--- config.mk ---
export PLATFORM = sky130hd
export DESIGN_NAME = mmio_timer
export DESIGN_NICKNAME = d
export VERILOG_FILES = /design/src/rtl/timer_pkg.sv /design/src/rtl/timer_prescaler.sv /design/src/rtl/mmio_timer.sv
export SDC_FILE = /design/constraint.sdc
export NUM_CORES = 1
export LEC_CHECK = 0
export ABC_AREA = 1
export CORE_UTILIZATION = 30
export CTS_CLUSTER_DIAMETER = 100
export DETAILED_ROUTE_END_ITERATION = 8
export GPL_ROUTABILITY_DRIVEN = 0
export PLACE_DENSITY = 0.54
export SYNTH_ARGS = -nofsm -noshare
export SYNTH_HDL_FRONTEND = slang
export SYNTH_SLANG_ARGS = --single-unit
--- constraint.sdc ---
create_clock -name CLK -period 2.7 [get_ports CLK]
set_clock_uncertainty 0.1 [all_clocks]
set_input_delay 0.405 -clock CLK [delete_from_list [all_inputs] [get_ports CLK]]
set_output_delay 0.405 -clock CLK [all_outputs]
set_load 0.05 [all_outputs]
--- src/rtl/timer_pkg.sv ---
// Shared definitions for the memory-mapped timer: register word offsets, bit positions, FSM states.
// Latency: none (definitions only).
// Backpressure: none (definitions only).
package timer_pkg;

    // Word offsets within the 256-byte window (daddr[7:2])
    localparam logic [5:0] OFF_CTRL     = 6'h00;
    localparam logic [5:0] OFF_PRESCALE = 6'h01;
    localparam logic [5:0] OFF_COUNT    = 6'h02;
    localparam logic [5:0] OFF_COMPARE  = 6'h03;
    localparam logic [5:0] OFF_STATUS   = 6'h04;
    localparam logic [5:0] OFF_CYC_LO   = 6'h05;
    localparam logic [5:0] OFF_CYC_HI   = 6'h06;

    // CTRL / STATUS bit positions
    localparam int CTRL_EN_BIT       = 0;
    localparam int CTRL_AUTO_RLD_BIT = 1;
    localparam int CTRL_IRQ_EN_BIT   = 2;
    localparam int STATUS_MATCH_BIT  = 0;

    typedef enum logic {T_IDLE, T_RUN} timer_state_t;

endpackage

--- src/rtl/timer_prescaler.sv ---
// Prescaler: pcnt counts 0..PRESCALE while enabled and pulses a tick on the terminal value.
// Latency: tick is combinational from the current pcnt; pcnt updates at the clock edge.
// Backpressure: none; clear has priority over counting, pcnt holds while disabled.
module timer_prescaler
    import timer_pkg::*;
#(
    parameter int PRE_W = 16
) (
    input  logic             i_clk,
    input  logic             i_rst_n,
    input  logic             i_en,
    input  logic             i_clr,
    input  logic [PRE_W-1:0] i_prescale,
    output logic             o_tick
);

    logic [PRE_W-1:0] r_pcnt;
    logic             w_wrap;

    assign w_wrap = (r_pcnt == i_prescale);
    assign o_tick = i_en & w_wrap;

    // Count up to PRESCALE then restart; clear wins over counting
    always_ff @(posedge i_clk or negedge i_rst_n) begin
        if (!i_rst_n) begin
            r_pcnt <= '0;
        end else if (i_clr) begin
            r_pcnt <= '0;
        end else if (i_en) begin
            r_pcnt <= w_wrap ? '0 : r_pcnt + PRE_W'(1);
        end
    end

endmodule

--- src/rtl/mmio_timer.sv ---
// Memory-mapped prescaled timer with compare match, sticky W1C status and level irq.
// Latency: reads return registered data one cycle after MemRead; writes commit at the edge.
// Backpressure: none; always ready. Optional macro TIMER_CYCLE_CNT_EN adds a 64-bit cycle counter.
module mmio_timer
    import timer_pkg::*;
#(
    parameter logic [31:0] BASE_ADDR = 32'h0000_1000,
    parameter int          CNT_W     = 32,
    parameter int          PRE_W     = 16
) (
    input  logic        CLK,
    input  logic        RESET_N,
    input  logic [31:0] daddr,
    input  logic [31:0] ddata_w,
    input  logic        MemRead,
    input  logic        MemWrite,
    output logic [31:0] ddata_r,
    output logic        hit_q,
    output logic        irq
);

    // Address decode
    logic       w_hit;
    logic [5:0] w_off;
    logic       w_rd;
    logic       w_wr;
    logic       w_wr_ctrl;
    logic       w_wr_pre;
    logic       w_wr_count;
    logic       w_wr_compare;
    logic       w_wr_status;

    assign w_hit        = (daddr[31:8] == BASE_ADDR[31:8]);
    assign w_off        = daddr[7:2];
    assign w_rd         = MemRead & w_hit;
    assign w_wr         = MemWrite & w_hit;
    assign w_wr_ctrl    = w_wr && (w_off == OFF_CTRL);
    assign w_wr_pre     = w_wr && (w_off == OFF_PRESCALE);
    assign w_wr_count   = w_wr && (w_off == OFF_COUNT);
    assign w_wr_compare = w_wr && (w_off == OFF_COMPARE);
    assign w_wr_status  = w_wr && (w_off == OFF_STATUS);

    // Byte lanes below word granularity are not decoded
    logic w_unused_bits;
    assign w_unused_bits = &{daddr[1:0], ddata_w};

    // Register file
    timer_state_t     r_state;
    timer_state_t     w_state_nxt;
    logic             r_en;
    logic             r_auto;
    logic             r_irq_en;
    logic [PRE_W-1:0] r_prescale;
    logic [CNT_W-1:0] r_count;
    logic [CNT_W-1:0] r_compare;
    logic             r_match;

    logic             w_en_nxt;
    logic [CNT_W-1:0] w_cnt_nxt;
    logic             w_match_set;
    logic             w_tick;
    logic             w_pcnt_clr;
    logic [31:0]      w_rdata;

    // Prescaler stops clearing only on a real EN 1->0 transition or a PRESCALE write
    assign w_pcnt_clr = w_wr_pre | (r_en & ~w_en_nxt);

    timer_prescaler #(
        .PRE_W (PRE_W)
    ) u_prescaler (
        .i_clk      (CLK),
        .i_rst_n    (RESET_N),
        .i_en       (r_state == T_RUN),
        .i_clr      (w_pcnt_clr),
        .i_prescale (r_prescale),
        .o_tick     (w_tick)
    );

    // FSM state register
    always_ff @(posedge CLK or negedge RESET_N) begin
        if (!RESET_N) begin
            r_state <= T_IDLE;
        end else begin
            r_state <= w_state_nxt;
        end
    end

    // Next state, EN and COUNT; bus writes are applied last so they win over tick effects
    always_comb begin
        w_state_nxt = r_state;
        w_en_nxt    = r_en;
        w_cnt_nxt   = r_count;
        w_match_set = 1'b0;
        case (r_state)
            T_IDLE: begin
                if (w_wr_ctrl) begin
                    w_en_nxt = ddata_w[CTRL_EN_BIT];
                    if (ddata_w[CTRL_EN_BIT]) begin
                        w_state_nxt = T_RUN;
                    end
                end
            end
            T_RUN: begin
                if (w_tick) begin
                    if (r_count == r_compare) begin
                        w_match_set = 1'b1;
                        if (r_auto) begin
                            w_cnt_nxt = '0;
                        end else begin
                            w_en_nxt    = 1'b0;
                            w_state_nxt = T_IDLE;
                        end
                    end else begin
                        w_cnt_nxt = r_count + CNT_W'(1);
                    end
                end
                if (w_wr_ctrl) begin
                    w_en_nxt    = ddata_w[CTRL_EN_BIT];
                    w_state_nxt = ddata_w[CTRL_EN_BIT] ? T_RUN : T_IDLE;
                end
            end
            default: begin
                w_state_nxt = T_IDLE;
                w_en_nxt    = 1'b0;
            end
        endcase
        if (w_wr_count) begin
            w_cnt_nxt = ddata_w[CNT_W-1:0];
        end
    end

    // Register updates; a new match overrides a same-cycle W1C clear
    always_ff @(posedge CLK or negedge RESET_N) begin
        if (!RESET_N) begin
            r_en       <= 1'b0;
            r_auto     <= 1'b0;
            r_irq_en   <= 1'b0;
            r_prescale <= '0;
            r_count    <= '0;
            r_compare  <= '0;
            r_match    <= 1'b0;
        end else begin
            r_en    <= w_en_nxt;
            r_count <= w_cnt_nxt;
            if (w_wr_ctrl) begin
                r_auto   <= ddata_w[CTRL_AUTO_RLD_BIT];
                r_irq_en <= ddata_w[CTRL_IRQ_EN_BIT];
            end
            if (w_wr_pre) begin
                r_prescale <= ddata_w[PRE_W-1:0];
            end
            if (w_wr_compare) begin
                r_compare <= ddata_w[CNT_W-1:0];
            end
            if (w_match_set) begin
                r_match <= 1'b1;
            end else if (w_wr_status && ddata_w[STATUS_MATCH_BIT]) begin
                r_match <= 1'b0;
            end
        end
    end

`ifdef TIMER_CYCLE_CNT_EN
    logic [63:0] r_cyc;
    logic [31:0] r_cyc_hi_shadow;

    // Free-running cycle counter; a CYC_LO read snapshots the high word for a coherent CYC_HI read
    always_ff @(posedge CLK or negedge RESET_N) begin
        if (!RESET_N) begin
            r_cyc           <= '0;
            r_cyc_hi_shadow <= '0;
        end else begin
            r_cyc <= r_cyc + 64'd1;
            if (w_rd && (w_off == OFF_CYC_LO)) begin
                r_cyc_hi_shadow <= r_cyc[63:32];
            end
        end
    end
`endif

    // Read mux over pre-write register values; reserved bits and unmapped offsets read 0
    always_comb begin
        w_rdata = '0;
        case (w_off)
            OFF_CTRL: begin
                w_rdata[CTRL_EN_BIT]       = r_en;
                w_rdata[CTRL_AUTO_RLD_BIT] = r_auto;
                w_rdata[CTRL_IRQ_EN_BIT]   = r_irq_en;
            end
            OFF_PRESCALE: w_rdata[PRE_W-1:0] = r_prescale;
            OFF_COUNT:    w_rdata[CNT_W-1:0] = r_count;
            OFF_COMPARE:  w_rdata[CNT_W-1:0] = r_compare;
            OFF_STATUS:   w_rdata[STATUS_MATCH_BIT] = r_match;
`ifdef TIMER_CYCLE_CNT_EN
            OFF_CYC_LO:   w_rdata = r_cyc[31:0];
            OFF_CYC_HI:   w_rdata = r_cyc_hi_shadow;
`endif
            default:      w_rdata = '0;
        endcase
    end

    // Registered read response and interrupt level
    always_ff @(posedge CLK or negedge RESET_N) begin
        if (!RESET_N) begin
            ddata_r <= '0;
            hit_q   <= 1'b0;
            irq     <= 1'b0;
        end else begin
            ddata_r <= w_rd ? w_rdata : 32'd0;
            hit_q   <= w_rd;
            irq     <= r_match & r_irq_en;
        end
    end

endmodule
==> results of run 1 <==
kinds of logic after synthesis:
kind of cell,Yosys count,share of synthesized area [%]
simple gates,607,31.37
buf+inv,183,9.437
flops,135,43.70
compound gates,130,9.971
xor+xnor,42,4.759
mux,3,0.4370
fa+ha+maj,2,0.3237
sequential cells by signal, summed over array words and instances (netlist names):
register and count:
r_compare 32, r_prescale 16, r_match 1, irq 1, u_prescaler.r_pcnt 16, r_auto 1
r_irq_en 1, r_state 1, hit_q 1, ddata_r 32, r_en 1, r_count 32
worst max-delay path: stages (launching register included):
cell     delay (ns)
dfrtp_1        0.46
ha_1           0.26
inv_1          0.09
nor3_1         0.40
nand2_1        0.23
nor3_1         0.37
xor2_1         0.20
o22ai_1        0.10
nand2_1        0.07
nand2_1        0.05
per-layer routing:
layer / wire length, µm / part of all wire, %
met1: 10980 / 49
met2: 10420 / 46
met3: 917 / 4.1
met4: 208 / 0.92
met5: 0 / 0
power breakdown:
group          switching (mW)  internal, mW
Combinational           0.115         0.110
Clock                   0.941          1.66
Sequential            0.00516          2.03
Total                    1.06          3.80
layout make-up:
type                    instances  area (µm²)  share of cell area [%]
repair buffers                125        1240                   12.59
flip-flops and latches        135        3378                   34.31
inverters                     145       544.3                   5.527
clock buffers                  20       446.7                   4.536
clock inverters                11       197.7                   2.008
well taps                     330       412.9                   4.193
multi-input cells             784        3627                   36.84
stage by stage:
stage	hold slack (ns)	cell area [µm²]
2_1_floorplan	0.009409	7730
3_3_place_gp	0.3247	9193
3_5_place_dp	0.3216	9193
4_1_cts	0.4046	9847
5_1_grt	0.4355	9847
6_report	0.3986	9847
cells in the final DEF, fill, tap and decap left out, drive strengths merged, types with 4 or more instances in the layout:
cell type	synthesis	layout
clkdlybuf4s50	0	98
o21ai	64	64
dfrtp	135	135
nor2	130	130
xnor2	4	4
nand2	407	407
bufinv	0	5
nor3	29	29
nor4	5	5
a22oi	18	18
clkinv	0	4
inv	145	146
nand3	25	25
a31oi	14	14
nand4	10	10
buf	12	26
o22ai	28	28
xor2	38	38
clkbuf	26	20
repair_timing:
item                                    in CTS  in global routing
hold endpoints to repair                    51                  0
hold buffers                                 1                  0
endpoints found under the setup margin       0                  0
resized for setup                            0                  0
worst max-delay path by stage:
stage	from	end	cells past startpoint
global placement	daddr[15]	u_prescaler.r_pcnt[14]	11
CTS	r_count[0]	r_count[24]	9
finish	r_count[0]	r_count[24]	9
global route	u_prescaler.r_pcnt[0]	u_prescaler.r_pcnt[10]	13
floorplan	daddr[7]	u_prescaler.r_pcnt[9]	11
detailed placement	daddr[9]	u_prescaler.r_pcnt[5]	11
==> results.cfg, run 1 <==
[run_status]
status = finished clean

[grt]
grt_pass1_vias = 6897
use_met1_pct = 25.19
use_met2_pct = 28.65
track_usage_pct = 18.00
grt_pass1_wl_um = 37050
grt_max_degree = 55
antenna_found_initial = 0
busiest_layer = met2
use_met3_pct = 3.183
grt_overflow = 0

[clocking]
h-tree-depth = 4
cts-root-buf = clkbuf_16
clk_latency_ns = 0.43
clk_pin_slew_ns = 0.06
post_cts_buffers = 0
clock-sinks = 135
tritoncts = yes
clock_path_buffers = 2
cts_buffers = 17

[die]
die_w_um = 162.5
rows = 58
initial_core_util_pct = 30.61
core_um2 = 25250
die-area_um2 = 26410
dieHeight_um = 162.5
pin_count = 102

[finish]
post-route-util_pct = 38.99
diodes = 0
drive_gt1_share_pct = 6.148
fillCellCount = 2676
nNetsFinal = 1278
fin_cells = 1550
synthToLayoutAreaGrowth_pct = 27.39

[logic_synthesis]
ys_warn_count = 0
netlist_area_um2 = 7730
ys_top_cells_by_area = dfrtp_1 (44%), nand2_1 (20%), inv_1 (6.7%), nor2_1 (6.2%), xor2_1 (4.3%)
ys_ff_latch = 135
avgSynthCellArea_um2 = 7.014
synth_nets = 1172
yosysMostFrequentCell = nand2_1
yosys_most_used_dff = dfrtp_1
synth_top_area_share_pct = 43.70
synth_edf_count = 0
synth_common_cells = nand2_1 (406), inv_1 (138), dfrtp_1 (135)
synth_top_cell_by_area = dfrtp_1
async_reset_ff_share_pct = 100.0
ys_seq_area_share_pct = 43.70
synth.distinct_cells = 35
syn-instance-count = 1102

[place]
post-place-cells = 1518
hpwl_um = 16700
pre_cts_ws_ns = 0.1346
numPortBuffers = 99

[drt]
route.vias.total = 7211
routed_wl_um = 22530
vias_per_cell = 4.652
drtPass1Iterations = 5
wire_per_inst_um = 14.54
ant_nets = 0
route.detailed.drc = 0
drtIter0Drc = 469

[critical_path]
cp.required_ns = 2.92
crit_path_end_kind = flip-flop
r2r_start = r_count[0]
rr_worst_depth = 9
rrSetupSlack_ns = 0.27
cp-start-kind = flip-flop
crit_path_max_fanout = 6
crit_type = flip-flop to flip-flop
arrival_ns = 2.66
r2r-end = r_count[24]

[job]
max-cap-violations = 0

[power]
p_leak_nw = 4.414
p_per_area_nw_per_um2 = 493.9
total_power_mw = 4.863
peakVddDrop_v = 0.0003227

[sta]
worst_pin_slew_ns = 0.5700
slew_violations = 0
fin_ws_ns = 0.2655
final.setup.tns_ns = 0
post-route-period-util_pct = 90.17
setup_viol = 0
hold_viol_final = 0
fmax_mhz = 410.8
slew_headroom_pct = 62.00
rsz0062_at_grt = no
fin_crit_ns = 2.435

[hold_path]
hp-class = input pin to asynchronous set/reset pin
No activity file was read; power rests on OpenSTA's default activity.
==> run 2: changes to the inputs <==
CORE_MARGIN = 2   (was unset)
==> run 2 against run 1 <==
  * Flip-flop and latch count did not move
  * Clock power decreased by 2%
  * Maximum frequency grew 2.1%
  * Routed wire length about the same
  * Power is 0.89% lower
  * Die area is 2.5% higher
  * Worst setup slack better by 0.051 ns
  * Design area barely moved
  * Combinational power about the same
  * Utilization barely moved
  * Sequential share of layout area about the same
==> results.cfg, run 2 (same netlist as run 1, synthesis figures left out) <==
[drt]
vias_per_cell = 4.631
drtPass1Iterations = 5
ant_nets = 0
route.vias.total = 7187
routed_wl_um = 22520
drtIter0Drc = 429
route.detailed.drc = 0
wire_per_inst_um = 14.51

[clocking]
clk_pin_slew_ns = 0.06
clk_latency_ns = 0.43
cts_buffers = 17
h-tree-depth = 4
clock-sinks = 135
cts-root-buf = clkbuf_16
cts_resized = 0
tritoncts = yes
clock_path_buffers = 2

[grt]
grt_overflow = 0
use_met3_pct = 2.988
grt_pass1_wl_um = 36990
antenna_found_initial = 0
use_met2_pct = 28.57
grt_max_degree = 50
grt_pass1_vias = 6979
track_usage_pct = 17.53
use_met1_pct = 24.03
busiest_layer = met2

[place]
hpwl_um = 16660
numPortBuffers = 99

[die]
pin_count = 102
core_um2 = 25250
die-area_um2 = 27070
initial_core_util_pct = 30.61
die_w_um = 164.5
rows = 58
dieHeight_um = 164.5

[hold_path]
hp-class = input pin to asynchronous set/reset pin

[critical_path]
crit_path_end_kind = flip-flop
r2r_start = r_count[0]
crit_type = flip-flop to flip-flop
path_cells = inv_1 -> nand2_1 -> nand2_1 -> nor2_1 -> nand2_1 -> nor2_1 -> nand2_1 -> nor2_4 -> nand3_1 -> nand2_1 -> nand3_1 -> nand3_2 -> nor2_1
slowest_stage = dfrtp_1
worst_path_most_repeated_cell = nand2_1
cp-start-kind = flip-flop
rrSetupSlack_ns = 0.32
r2r-end = u_prescaler.r_pcnt[4]
rr_worst_depth = 13
crit_path_max_fanout = 11
arrival_ns = 2.59
cp.required_ns = 2.90
cp_slowest_stage_delay_ns = 0.46

[finish]
drive_gt1_share_pct = 6.383
multi_input_area_um2 = 3627
nNetsFinal = 1279
seqCellArea_um2 = 3378
synthToLayoutAreaGrowth_pct = 27.37
post-route-util_pct = 38.99
diodes = 0
top_regs = ddata_r (32), r_compare (32), r_count (32)
fillCellCount = 2637
final_cell_mix = nand2_1 (406), inv_1 (138), dfrtp_1 (135)
layout_commonest_cell = nand2_1

[sta]
setup_viol = 0
hold_viol_final = 0
rsz0062_at_grt = yes
final.setup.tns_ns = 0
post-route-period-util_pct = 88.29
fmax_mhz = 419.5
whs_ns = 0.3643
slew_violations = 0
slew_headroom_pct = 66.54
fin_crit_ns = 2.384
worst_pin_slew_ns = 0.5004

[run_status]
status = finished clean

[job]
max-cap-violations = 0

[power]
p_per_area_nw_per_um2 = 489.5
p_leak_nw = 4.411
total_power_mw = 4.820
peakVddDrop_v = 0.0003669
==> run 2: cell types whose count changed in the layout (fill, tap and decap cells not counted), sizes merged <==
cell and change:
buf +1, bufinv -1, clkbuf -1, clkinv -1, clkinvlp +1, inv +3
==> run 2: what timing repair did <==
| item | in CTS | in global routing |
|---|---|---|
| hold buffers | 1 | 0 |
| endpoints found under the setup margin | 0 | 11 |
| hold endpoints to repair | 40 | 0 |
| setup buffers | 0 | 0 |
==> run 2: worst max path at each step <==
stage / start / end
after detailed placement: daddr[29] / u_prescaler.r_pcnt[4]
final: r_count[0] / u_prescaler.r_pcnt[4]
after floorplan: daddr[7] / u_prescaler.r_pcnt[9]
after global routing: r_count[0] / u_prescaler.r_pcnt[6]
after CTS: r_count[0] / u_prescaler.r_pcnt[4]
after global placement: daddr[9] / u_prescaler.r_pcnt[13]
==> run 2: cell type report <==
cell class,instances,share of cell area (%)
Multi-Input combinational cell,784,36.84
Sequential cell,135,34.31
Timing Repair Buffer,126,12.67
Inverter,145,5.528
Clock buffer,19,4.499
Tap cell,330,4.194
Clock inverter,13,1.957
==> run 2: through the flow <==
stage / instances / cell area, µm² / worst slack (ns)
floorplan: 1102 / 7730 / 0.8368
global placement: 1519 / 9200 / 0.1407
detailed placement: 1519 / 9200 / 0.09421
CTS: 1552 / 9846 / 0.3044
global route: 1552 / 9846 / -0.03147
finish: 1552 / 9846 / 0.3162
==> run 2: power by group <==
part	internal [mW]	switching, mW	total, mW
sequential	2.03	0.00523	2.03
combinational	0.111	0.112	0.223
clock	1.58	0.980	2.56
total	3.72	1.10	4.82
==> run 2: critical path: cells and delay by family (launching register included) <==
kind	cells	cell delay, ns
AND/OR/NAND/NOR	12	1.55
flip-flops	1	0.46
buffers and inverters	1	0.14
==> run 2: layer usage <==
metal	routed length (µm)	vias up
met5	0	-
met4	279	0
met3	746	19
met2	10370	132
met1	11120	3377
li1	-	3659
==> run 3: changes to the inputs <==
SETUP_SLACK_MARGIN = 0.15   (was unset)
==> run 3 against run 2 <==
  * Critical path depth did not move
  * Hold slack about the same
  * Die area unchanged
  * Clock power is essentially flat
  * Combinational power barely moved
  * Global-route usage did not move
  * First-iteration DRC count increased by 6.1%
  * Non-clock buffer count is 1 higher
  * Via count rose by 0.26%
  * Design area increased by 0.22%
  * Final cell count about the same
==> results.cfg, run 3 (same netlist as run 1, synthesis figures left out) <==
[finish]
post-route-util_pct = 39.07
drive_gt1_share_pct = 6.705
nNetsFinal = 1280
fin_cells = 1553
design_area_um2 = 9867
synthToLayoutAreaGrowth_pct = 27.65
top_regs = ddata_r (32), r_compare (32), r_count (32)
diodes = 0
layout_commonest_cell = nand2_1
final_cell_mix = nand2_1 (405), inv_1 (138), dfrtp_1 (134)

[sta]
final.setup.tns_ns = 0
setup_viol = 0
slew_headroom_pct = 66.53
slew_violations = 0
post-route-period-util_pct = 83.18
fin_crit_ns = 2.246
fmax_mhz = 445.3
worst_pin_slew_ns = 0.5005
hold_viol_final = 0
whs_ns = 0.3639
rsz0062_at_grt = no
fin_ws_ns = 0.4541

[power]
p_leak_nw = 4.414
total_power_mw = 4.822
peakVddDrop_v = 0.0003673
p_per_area_nw_per_um2 = 488.7

[die]
core_um2 = 25250
die-area_um2 = 27070
die_w_um = 164.5
pin_count = 102
dieHeight_um = 164.5
initial_core_util_pct = 30.61
rows = 58

[critical_path]
worst_path_most_repeated_cell = nand2_1
rrSetupSlack_ns = 0.45
cp.buffers_inverters = 1
slowest_stage = dfrtp_1
arrival_ns = 2.46
crit_type = flip-flop to flip-flop
path_cells = inv_1 -> nand2_1 -> nand2_1 -> nor2_1 -> nand2_1 -> nor2_1 -> nand2_1 -> nor2_4 -> nand3_1 -> nand2_1 -> nand3_1 -> nand3_4 -> nor2_1
r2r_start = r_count[13]
crit_path_max_fanout = 11
cp_slowest_stage_delay_ns = 0.44
rr_worst_depth = 13
crit_path_end_kind = flip-flop
critical-path-top-delay-family = simple AND/OR/NAND/NOR gates
cp.required_ns = 2.91
cp-start-kind = flip-flop
r2r-end = u_prescaler.r_pcnt[4]

[place]
pre_cts_ws_ns = 0.09421
hpwl_um = 16660
dpl_cell_area_um2 = 9200
numPortBuffers = 99
post-place-cells = 1519

[grt]
track_usage_pct = 17.53
grt_max_degree = 50
antenna_found_initial = 0
grt_pass1_vias = 6979
grt_pass1_wl_um = 36990
grt_overflow = 0

[clocking]
clk_pin_slew_ns = 0.06
clock_path_buffers = 2
cts_buffers = 17
clk_latency_ns = 0.43
clock-sinks = 135
tritoncts = yes
cts-root-buf = clkbuf_16
h-tree-depth = 4

[drt]
route.detailed.drc = 0
wire_per_inst_um = 14.55
drtIter0Drc = 455
vias_per_cell = 4.640
route.vias.total = 7206
drtPass1Iterations = 6
routed_wl_um = 22600
ant_nets = 0

[job]
max-cap-violations = 0

[run_status]
status = finished clean

[hold_path]
hp-class = input pin to asynchronous set/reset pin
==> run 3: final cells by class <==
type | instances | area [µm²]
Sequential cell | 135 | 3379
Tap cell | 330 | 412.9
Clock buffer | 19 | 442.9
Timing Repair Buffer | 127 | 1255
Fill cell | 2635 | 15390
Clock inverter | 13 | 192.7
Inverter | 145 | 544.3
Multi-Input combinational cell | 784 | 3640
==> run 3: worst max-delay path by stage <==
stage | end | slack [ns] | cells past startpoint | startpoint
after CTS | u_prescaler.r_pcnt[4] | 0.30 | 13 | r_count[0]
after global routing | u_prescaler.r_pcnt[6] | 0.18 | 13 | u_prescaler.r_pcnt[12]
after floorplan | u_prescaler.r_pcnt[9] | 0.84 | 11 | daddr[7]
final | u_prescaler.r_pcnt[4] | 0.45 | 13 | r_count[13]
after global placement | u_prescaler.r_pcnt[13] | 0.14 | 11 | daddr[9]
after detailed placement | u_prescaler.r_pcnt[4] | 0.09 | 11 | daddr[29]
==> run 3: routing by layer <==
metal  wire [µm]  track usage (%)
met1       11170            24.03
met4         279            4.822
met2       10370            28.57
met5           0                0
met3         784            2.988
==> run 3: timing repair <==
| action | CTS | global route |
|---|---|---|
| setup buffers | 0 | 1 |
| setup endpoints to repair | 0 | 30 |
| hold buffers | 1 | 0 |
| gates resized for setup | 0 | 4 |
| hold endpoints to repair | 40 | 0 |
==> run 3: worst register-to-register path, cell delays in order (launching register included) <==
cell	delay [ns]
dfrtp_1	0.44
inv_1	0.13
nand2_1	0.08
nand2_1	0.05
nor2_1	0.11
nand2_1	0.10
nor2_1	0.16
nand2_1	0.11
nor2_4	0.20
nand3_1	0.14
nand2_1	0.10
nand3_1	0.14
nand3_4	0.20
nor2_1	0.07
==> run 3: power by group <==
part | internal (mW) | switching (mW)
Combinational | 0.111 | 0.113
Sequential | 2.03 | 0.00527
Clock | 1.58 | 0.982
